===== src/rtl/monitor_fifo_arbiter_pkg.sv =====
// Shared constants, FSM encoding and a width helper for the monitor FIFO arbiter.
package monitor_fifo_arbiter_pkg;

  localparam int MON_DATA_W    = 128;
  localparam int MON_TIME_W    = 32;
  localparam int MON_PAYLOAD_W = 96;

  typedef enum logic [1:0] {
    ST_IDLE = 2'd0,
    ST_READ = 2'd1,
    ST_HOLD = 2'd2
  } arb_state_e;

  // Index width for n items, never less than 1 bit.
  function automatic int clog2(input int n);
    int r;
    r = 1;
    for (int i = 1; i < 31; i++) begin
      if ((1 << i) < n) r = i + 1;
    end
    return r;
  endfunction

endpackage


===== src/rtl/monitor_fifo_arbiter_if.sv =====
// Bus between the monitor shifters, the arbiter and the downstream consumer.
interface monitor_fifo_arbiter_if #(
  parameter int NUM_CH = 4,
  parameter int DATA_W = 128
);
  import monitor_fifo_arbiter_pkg::*;

  localparam int CH_W = clog2(NUM_CH);

  logic [NUM_CH*DATA_W-1:0] MON_DATA;
  logic [NUM_CH-1:0]        MON_EMPTY;
  logic [NUM_CH-1:0]        MON_READ;
  logic [DATA_W-1:0]        OUT_DATA;
  logic [CH_W-1:0]          OUT_CHANNEL;
  logic                     OUT_VALID;
  logic                     OUT_READY;

  modport master (
    input  MON_DATA, MON_EMPTY, OUT_READY,
    output MON_READ, OUT_DATA, OUT_CHANNEL, OUT_VALID
  );

  modport slave (
    output MON_DATA, MON_EMPTY, OUT_READY,
    input  MON_READ, OUT_DATA, OUT_CHANNEL, OUT_VALID
  );

endinterface


===== src/rtl/monitor_fifo_arbiter_rr_priority_select.sv =====
// Round-robin pick: first requesting index at or after ptr, wrapping modulo NUM_CH.
module rr_priority_select
  import monitor_fifo_arbiter_pkg::*;
#(
  parameter int NUM_CH = 4,
  parameter int CH_W   = clog2(NUM_CH)
) (
  input  logic [NUM_CH-1:0] req,
  input  logic [CH_W-1:0]   ptr,
  output logic              any,
  output logic [CH_W-1:0]   idx
);

  logic [2*NUM_CH-1:0] req_dbl;
  logic [NUM_CH-1:0]   req_rot;
  logic [CH_W-1:0]     off;
  logic [CH_W:0]       sum;
  logic                found;

  // Rotate so ptr lands at bit 0, take the lowest set bit, then rotate the index back.
  always_comb begin
    req_dbl = {req, req};
    req_rot = NUM_CH'(req_dbl >> ptr);
    off     = '0;
    found   = 1'b0;
    for (int i = 0; i < NUM_CH; i++) begin
      if (!found && req_rot[i]) begin
        off   = CH_W'(i);
        found = 1'b1;
      end
    end
    sum = {1'b0, ptr} + {1'b0, off};
    if (sum >= (CH_W+1)'(NUM_CH)) sum = sum - (CH_W+1)'(NUM_CH);
    idx = sum[CH_W-1:0];
    any = |req;
  end

endmodule


===== src/rtl/monitor_fifo_arbiter.sv =====
// Round-robin sequencer pulling one word per grant from the monitor shifters
// and presenting it, tagged with its source channel, on a valid/ready port.
module monitor_fifo_arbiter
  import monitor_fifo_arbiter_pkg::*;
#(
  parameter int NUM_CH = 4,
  parameter int DATA_W = MON_DATA_W
) (
  input  logic                CLK,
  input  logic                RESET,
  input  logic [NUM_CH-1:0]   CH_ENABLE,
  monitor_fifo_arbiter_if.master bus,
  output logic [15:0]         XFER_COUNT,
  output logic                BUSY
);

  localparam int CH_W = clog2(NUM_CH);

  arb_state_e          state_q, state_d;
  logic [CH_W-1:0]     grant_q, grant_d;
  logic [CH_W-1:0]     rr_ptr_q, rr_ptr_d;
  logic [DATA_W-1:0]   out_data_q, out_data_d;
  logic [CH_W-1:0]     out_channel_q, out_channel_d;
  logic                out_valid_q, out_valid_d;
  logic [15:0]         xfer_count_q, xfer_count_d;

  logic [NUM_CH-1:0]   request;
  logic                pick_any;
  logic [CH_W-1:0]     pick_idx;
  logic [NUM_CH-1:0]   mon_read;
  logic                busy;

  assign request = CH_ENABLE & ~bus.MON_EMPTY;

  rr_priority_select #(
    .NUM_CH (NUM_CH),
    .CH_W   (CH_W)
  ) u_pick (
    .req (request),
    .ptr (rr_ptr_q),
    .any (pick_any),
    .idx (pick_idx)
  );

  // State and datapath registers; reset drops any in-flight word.
  always_ff @(posedge CLK) begin
    if (RESET) begin
      state_q       <= ST_IDLE;
      grant_q       <= '0;
      rr_ptr_q      <= '0;
      out_data_q    <= '0;
      out_channel_q <= '0;
      out_valid_q   <= 1'b0;
      xfer_count_q  <= '0;
    end else begin
      state_q       <= state_d;
      grant_q       <= grant_d;
      rr_ptr_q      <= rr_ptr_d;
      out_data_q    <= out_data_d;
      out_channel_q <= out_channel_d;
      out_valid_q   <= out_valid_d;
      xfer_count_q  <= xfer_count_d;
    end
  end

  // Next state: grant in IDLE, capture in READ, wait for the handshake in HOLD.
  always_comb begin
    state_d       = state_q;
    grant_d       = grant_q;
    rr_ptr_d      = rr_ptr_q;
    out_data_d    = out_data_q;
    out_channel_d = out_channel_q;
    out_valid_d   = out_valid_q;
    xfer_count_d  = xfer_count_q;
    unique case (state_q)
      ST_IDLE: begin
        if (pick_any) begin
          grant_d = pick_idx;
          state_d = ST_READ;
        end
      end
      ST_READ: begin
        out_data_d    = bus.MON_DATA[int'(grant_q)*DATA_W +: DATA_W];
        out_channel_d = grant_q;
        out_valid_d   = 1'b1;
        state_d       = ST_HOLD;
      end
      ST_HOLD: begin
        if (out_valid_q && bus.OUT_READY) begin
          out_valid_d  = 1'b0;
          xfer_count_d = xfer_count_q + 16'd1;
          rr_ptr_d     = (grant_q == CH_W'(NUM_CH-1)) ? '0 : grant_q + 1'b1;
          state_d      = ST_IDLE;
        end
      end
      default: state_d = ST_IDLE;
    endcase
  end

  // Outputs decoded from registered state only; held quiet while RESET is high.
  always_comb begin
    mon_read = '0;
    busy     = 1'b0;
    if (!RESET) begin
      if (state_q == ST_READ) mon_read = NUM_CH'(1) << grant_q;
      busy = (state_q != ST_IDLE);
    end
  end

  assign bus.MON_READ    = mon_read;
  assign bus.OUT_DATA    = out_data_q;
  assign bus.OUT_CHANNEL = out_channel_q;
  assign bus.OUT_VALID   = out_valid_q;
  assign XFER_COUNT      = xfer_count_q;
  assign BUSY            = busy;

endmodule


===== src/flat_wrapper.sv =====
// flat-port wrapper written by rule: the top's interface ports become plain ports
module monitor_fifo_arbiter_flat import monitor_fifo_arbiter_pkg::*;
#(
  parameter int NUM_CH = 4,
  parameter int DATA_W = MON_DATA_W
)
  (CLK, RESET, CH_ENABLE, XFER_COUNT, BUSY, bus_MON_DATA, bus_MON_EMPTY, bus_OUT_READY, bus_MON_READ, bus_OUT_DATA, bus_OUT_CHANNEL, bus_OUT_VALID);
  monitor_fifo_arbiter_if #(.NUM_CH(NUM_CH), .DATA_W(DATA_W)) bus_i ();
  input  logic CLK;
  input  logic RESET;
  input  logic [NUM_CH-1:0] CH_ENABLE;
  output logic [15:0] XFER_COUNT;
  output logic BUSY;
  input wire logic [$bits(bus_i.MON_DATA)-1:0] bus_MON_DATA;
  input wire logic [$bits(bus_i.MON_EMPTY)-1:0] bus_MON_EMPTY;
  input wire logic [$bits(bus_i.OUT_READY)-1:0] bus_OUT_READY;
  output wire logic [$bits(bus_i.MON_READ)-1:0] bus_MON_READ;
  output wire logic [$bits(bus_i.OUT_DATA)-1:0] bus_OUT_DATA;
  output wire logic [$bits(bus_i.OUT_CHANNEL)-1:0] bus_OUT_CHANNEL;
  output wire logic [$bits(bus_i.OUT_VALID)-1:0] bus_OUT_VALID;
  assign bus_i.MON_DATA = bus_MON_DATA;
  assign bus_i.MON_EMPTY = bus_MON_EMPTY;
  assign bus_i.OUT_READY = bus_OUT_READY;
  assign bus_MON_READ = bus_i.MON_READ;
  assign bus_OUT_DATA = bus_i.OUT_DATA;
  assign bus_OUT_CHANNEL = bus_i.OUT_CHANNEL;
  assign bus_OUT_VALID = bus_i.OUT_VALID;
  monitor_fifo_arbiter #(.NUM_CH(NUM_CH), .DATA_W(DATA_W)) u_core (.CLK(CLK), .RESET(RESET), .CH_ENABLE(CH_ENABLE), .bus(bus_i), .XFER_COUNT(XFER_COUNT), .BUSY(BUSY));
endmodule

===== config.mk =====
export PLATFORM = sky130hd
export DESIGN_NAME = monitor_fifo_arbiter_flat
export DESIGN_NICKNAME = d
export VERILOG_FILES = /design/src/rtl/monitor_fifo_arbiter_pkg.sv /design/src/rtl/monitor_fifo_arbiter_if.sv /design/src/rtl/monitor_fifo_arbiter_rr_priority_select.sv /design/src/rtl/monitor_fifo_arbiter.sv /design/src/flat_wrapper.sv
export SDC_FILE = /design/constraint.sdc
export NUM_CORES = 1
export LEC_CHECK = 0
export CAP_MARGIN = 5
export CORE_AREA = 2 2 262 264
export DETAILED_ROUTE_END_ITERATION = 6
export DIE_AREA = 0 0 264 266
export DONT_BUFFER_PORTS = 1
export MAX_ROUTING_LAYER = met4
export REMOVE_ABC_BUFFERS = 1
export SLEW_MARGIN = 25
export SYNTH_ARGS = -nofsm -noshare
export SYNTH_HDL_FRONTEND = slang
export SYNTH_SLANG_ARGS = --single-unit

===== constraint.sdc =====
create_clock -name CLK -period 6.3 [get_ports CLK]
set_clock_uncertainty 0.05 [all_clocks]
set_input_delay 1.89 -clock CLK [delete_from_list [all_inputs] [get_ports CLK]]
set_output_delay 1.89 -clock CLK [all_outputs]
set_load 0.02 [all_outputs]

# Word level (Yosys, flattened, before mapping)
# Index checks and enable logic that the tools add are counted.
[word_totals]
ff_bits = 153
input_bits = 523
elab_cells = 53
[classes]
n_addsub = 4
order_cmp = 1
n_eq_ne = 5
n_shift = 3
muxes = 16
bitwise = 2
reduce_logical = 15
[op_table]
columns = ["operator", "n"]
rows = [
  ["512-bit by 10-bit indexed part select with 128-bit output", 1],
  ["16-bit by 1-bit adder with 16-bit output (second input constant)", 1],
  ["2-bit 2-to-1 mux", 6],
  ["4-bit 2-to-1 mux", 2],
  ["2-bit AND reduction", 4],
  ["8-bit by 2-bit >> shifter with 4-bit output", 1],
  ["1-bit 2-to-1 mux", 6],
  ["2-bit one-hot mux with 3 select lines", 1],
  ["4-bit bitwise AND", 1],
  ["2-bit equality test (second input constant)", 2],
  ["1-bit logical AND", 4],
  ["2-bit by 1-bit inequality test with 1-bit output (second input constant)", 2],
  ["4-bit inverter", 1],
  ["2-bit nonzero test", 2],
  ["4-bit OR reduction", 1],
  ["1-bit by 2-bit left shift with 4-bit output (first input constant)", 1],
  ["2-bit by 2-bit adder with 3-bit output", 1],
  ["3-bit >= comparator (second input constant)", 1],
  ["1-bit zero test", 3],
  ["2-bit by 1-bit adder with 2-bit output (second input constant)", 1],
  ["2-bit by 1-bit equality test with 1-bit output (second input constant)", 1],
  ["2-bit zero test", 1],
  ["1-bit one-hot mux with 2 select lines", 1],
  ["2-bit by 1-bit subtractor with 2-bit output (second input constant)", 1],
]

# Logic depth before layout (Yosys ltp)
[depth]
depth_word = 16
depth_mapped = 9
mapped_depth_nobuf = 9

# Modules after synthesis
# Synthesis repeated with hierarchy kept, for this count alone.
[hier_totals]
cells_unflattened = 880
hier_area_um2 = 8767.2
[by_module_without_submodules]
columns = ["module", "n_inst", "cells_per_inst", "area_each_um2"]
rows = [
  ["monitor_fifo_arbiter", 1, 852, 8575.7],
  ["rr_priority_select", 1, 28, 191.4],
]

# Least setup slack after synthesis
# Ideal clock, no wire load.
[synth_timing]
path_kind = "input to output"
start = "in RESET"
end = "out BUSY"
arrival_ns = 2.867
slack_ns = 1.493
stages = 4
path_cell_list = "clkbuf_1 > clkbuf_1 > buf_1 > nor2_1"
[synth_between]
elab_chain_cells = 1
[synth_lines]
columns = ["item", "line_no", "source"]
rows = [
  ["start: declaration", "flat_wrapper.sv:10", "input logic RESET;"],
  ["1-bit 2-to-1 mux", "monitor_fifo_arbiter.sv:104", "if (!RESET) begin"],
  ["end: declaration", "flat_wrapper.sv:13", "output logic BUSY;"],
]
# Every way passes these cells.

# Worst setup path in the final report
[layout_timing]
start = "in RESET"
end = "out bus_MON_READ[0]"
[layout_between]
elab_chain_cells = 1
[layout_lines]
columns = ["item", "line_no", "source"]
rows = [
  ["4-bit 2-to-1 mux", "monitor_fifo_arbiter.sv:104", ""],
  ["end: declaration", "flat_wrapper.sv:17", "output wire logic [$bits(bus_i.MON_READ)-1:0] bus_MON_READ;"],
]
# Every way passes these cells.

==> results.py <==
metrics = {
    "timing": {
        "setup_viol": 0,
        "period_minus_slack_ps": 4520,
        "final.setup.worst_slack_ps": 1780,
        "fin_setup_tns_ps": 0,
        "finalCritPeriodShare_pct": 71.8,
        "slew_headroom_pct": 34.8,
        "hold_violations": 0,
        "tightest_slew_ps": 978,
        "rsz0062_at_grt": "no",
        "fmax_mhz": 221,
        "drv_slew": 0,
    },
    "grt": {
        "grt_overflow_total": 0,
        "top_usage_layer": "met2",
        "use_met3_pct": 4.86,
        "grt_first_pass_wirelength_mm": 50.2,
        "grt_max_degree": 156,
        "gr-usage-all-layers_pct": 10.3,
        "grt_util_met1_pct": 10.4,
        "gr-usage-met2_pct": 16.0,
        "first_global_vias": 7329,
        "antenna_found_initial": 27,
    },
    "floorplan": {
        "die-height_um": 266,
        "num_io_pins": 675,
        "dieArea_mm2": 0.0702,
        "die_w_um": 264,
        "start_util_pct": 13.0,
        "placementRows": 96,
        "core-area_mm2": 0.0677,
    },
    "pwr": {
        "switching_power_w": 0.000958,
        "p_int_w": 0.00194,
        "power_density_mw_per_mm2": 284,
        "share_comb_of_total_power_pct": 18.9,
        "pwr-share-seq_pct": 43.1,
        "p_clk_share_pct": 38.0,
        "worst_ir_drop_vdd_mv": 0.151,
        "switching_share_pct": 33.1,
        "leakagePower_nw": 2.96,
    },
    "finish": {
        "nFillCells": 7621,
        "area_growth_syn_to_layout_pct": 16.2,
        "drive_gt1_share_pct": 20.9,
        "layout.nets": 1351,
        "stdcell_count": 1746,
        "final_common_cell": "nand2_1",
        "mostFrequentLayoutCells": "236 x nand2_1, 151 x dfxtp_1, 119 x a21oi_1, 109 x mux4_2, 27 x nor2_1",
    },
    "status": {
        "status": "complete, no violations",
    },
    "routing": {
        "drtIter0Drc": 562,
        "wl_per_cell_um": 21.5,
        "final_antenna_net_count": 0,
        "viasPerCell": 4.19,
        "drc": 0,
        "first_pass_iters": 5,
        "routed_wl_mm": 37.5,
        "routed-via-count": 7318,
    },
    "logic_synthesis": {
        "syn_inst": 875,
        "netlist_area_mm2": 0.00879,
        "yosysWarnings": 0,
        "seq_area_frac_synth_pct": 34.9,
        "ys_types": 41,
        "synth.avg_cell_area_um2": 10.0,
        "synth-seq-cells": 153,
    },
    "setup_path": {
        "cp.required_ps": 4360,
        "cp.depth": 2,
        "cp-endpoint": "bus_MON_READ[0]",
        "crit_path_end_kind": "primary output",
        "r2r_cells": 5,
        "crit_chain": "nor2_1, and2_1",
        "crit_fanout": 155,
        "max_stage_delay_ps": 310,
        "r2r-end": "u_core.bus.OUT_DATA[115]$_SDFFE_PP0P_",
        "critPathLaunchType": "input pin",
        "r2r_slack_ps": 3430,
        "path_class": "in2out",
        "cp.arrival_ps": 2580,
        "crit_slowest_cell": "and2_1",
        "r2r_start": "u_core.state_q[1]$_SDFFE_PP0P_",
        "critPathTopFamily": "simple AND/OR/NAND/NOR gates",
        "crit_buf_inv": 0,
        "startpoint": "RESET",
    },
    "cts": {
        "postCtsSetupBuffers": 0,
        "clk_path_buf_depth": 2,
        "cts_tree": "built",
        "cts_max_level": 4,
        "cts-root-buf": "clkbuf_16",
        "cts_buffers": 17,
        "clk_pin_slew_ps": 70,
        "clkLatencyLatePin_ps": 480,
        "cts_sinks": 153,
        "post_cts_resized": 0,
        "cts_hold_buf": 0,
    },
    "placement": {
        "dp_cells": 1685,
        "dpl_worst_slack_ps": 1840,
        "place.gp.congestion": 0.935,
        "dp_hpwl_mm": 28.9,
        "portBuffers": 0,
    },
    "job": {
        "maxCapViolCount": 0,
    },
    "worst_hold_path": {
        "hold_path.class": "reg2reg",
    },
}
synth_stat cells, drive strengths merged:
library cell	n	share of area, %
o22ai	19	1.4
nand3b	1	0.085
nor3	5	0.34
a22oi	19	1.6
dfxtp	153	35
a21oi	119	6.8
inv	5	0.21
nor2	28	1.3
mux2	19	2.4
ha	6	0.85
nor2b	4	0.28
nor4	1	0.24
and2	4	0.28
a211o	1	0.10
clkbuf	25	1.1
o2111a	1	0.13
xor2	10	1.0
nand2	237	10
nand3	4	0.23
nor3b	2	0.17
o211a	2	0.23
nand4b	1	0.10
and4	1	0.10
xnor2	6	0.60
a311oi	2	0.20
nand2b	6	0.43
mux2i	20	2.3
a211oi	1	0.085
buf	53	3.7
a2111oi	1	0.17
o21ai	4	0.23
mux4	109	28
and3	2	0.14
nand4	4	0.28
metal layers:
metal  vias up  wire length, µm
met1      3536            13800
met5         -                0
met2       560            17300
li1       3125                -
met4         0             1820
met3        97             4560
registers in the layout (all words and copies together) (netlist names):
name / cells
u_core.bus.OUT_DATA: 128
u_core.XFER_COUNT: 16
u_core.bus.OUT_CHANNEL: 2
u_core.grant_q: 2
u_core.rr_ptr_q: 2
u_core.state_q: 2
u_core.bus.OUT_VALID: 1
per-stage QoR:
step / power, W / hold slack (ps) / instance area, µm² / utilization, %
detailed placement: 0.00182 / 493 / 9540 / 14.1
floorplan: 0.00174 / 442 / 8360 / -
finish: 0.00289 / 505 / 10200 / 15.1
global route: 0.00303 / 521 / 10200 / 15.1
global placement: 0.00179 / 474 / 9540 / 14.1
CTS: 0.00295 / 503 / 10100 / 15.0
final cells by class:
type	count	area [µm²]	area share, %
Timing Repair Buffer	6	48.8	0.478
Clock buffer	18	450	4.41
Multi-Input combinational cell	639	5300	51.9
Inverter	5	18.8	0.184
Clock inverter	13	141	1.39
Tap cell	882	1100	10.8
Antenna cell	30	75.1	0.736
Sequential cell	153	3070	30.1
worst min-delay path by stage:
stage	start	end	slack, ps	cells past startpoint
2_1_floorplan	u_core.rr_ptr_q[1]$_SDFFE_PP0P_	u_core.rr_ptr_q[1]$_SDFFE_PP0P_	440	2
6_report	u_core.bus.OUT_DATA[24]$_SDFFE_PP0P_	u_core.bus.OUT_DATA[24]$_SDFFE_PP0P_	500	2
4_1_cts	u_core.bus.OUT_DATA[24]$_SDFFE_PP0P_	u_core.bus.OUT_DATA[24]$_SDFFE_PP0P_	500	2
3_5_place_dp	u_core.bus.OUT_DATA[24]$_SDFFE_PP0P_	u_core.bus.OUT_DATA[24]$_SDFFE_PP0P_	490	2
5_1_grt	u_core.bus.OUT_DATA[11]$_SDFFE_PP0P_	u_core.bus.OUT_DATA[11]$_SDFFE_PP0P_	520	2
3_3_place_gp	u_core.rr_ptr_q[1]$_SDFFE_PP0P_	u_core.rr_ptr_q[1]$_SDFFE_PP0P_	470	2
cells by family after synthesis:
kind of cell	count (synthesis)	synth area share, %
AOI/OAI and AO/OA	169	10.9
adders and majority gates	6	0.854
buffers and inverters	83	5.01
xor gates and xnor gates	16	1.59
muxes	148	32.7
and+or+nand+nor	300	14.1
DFF	153	34.9
power by group through the flow:
stage               clock network (W)  logic [W]  registers (W)
CTS                           0.00116   0.000549        0.00125
global route                  0.00118   0.000595        0.00126
global placement                    0   0.000526        0.00126
finish                        0.00110   0.000548        0.00125
detailed placement                  0   0.000547        0.00127
floorplan                           0   0.000470        0.00127
No activity file was read; power rests on OpenSTA's default activity.
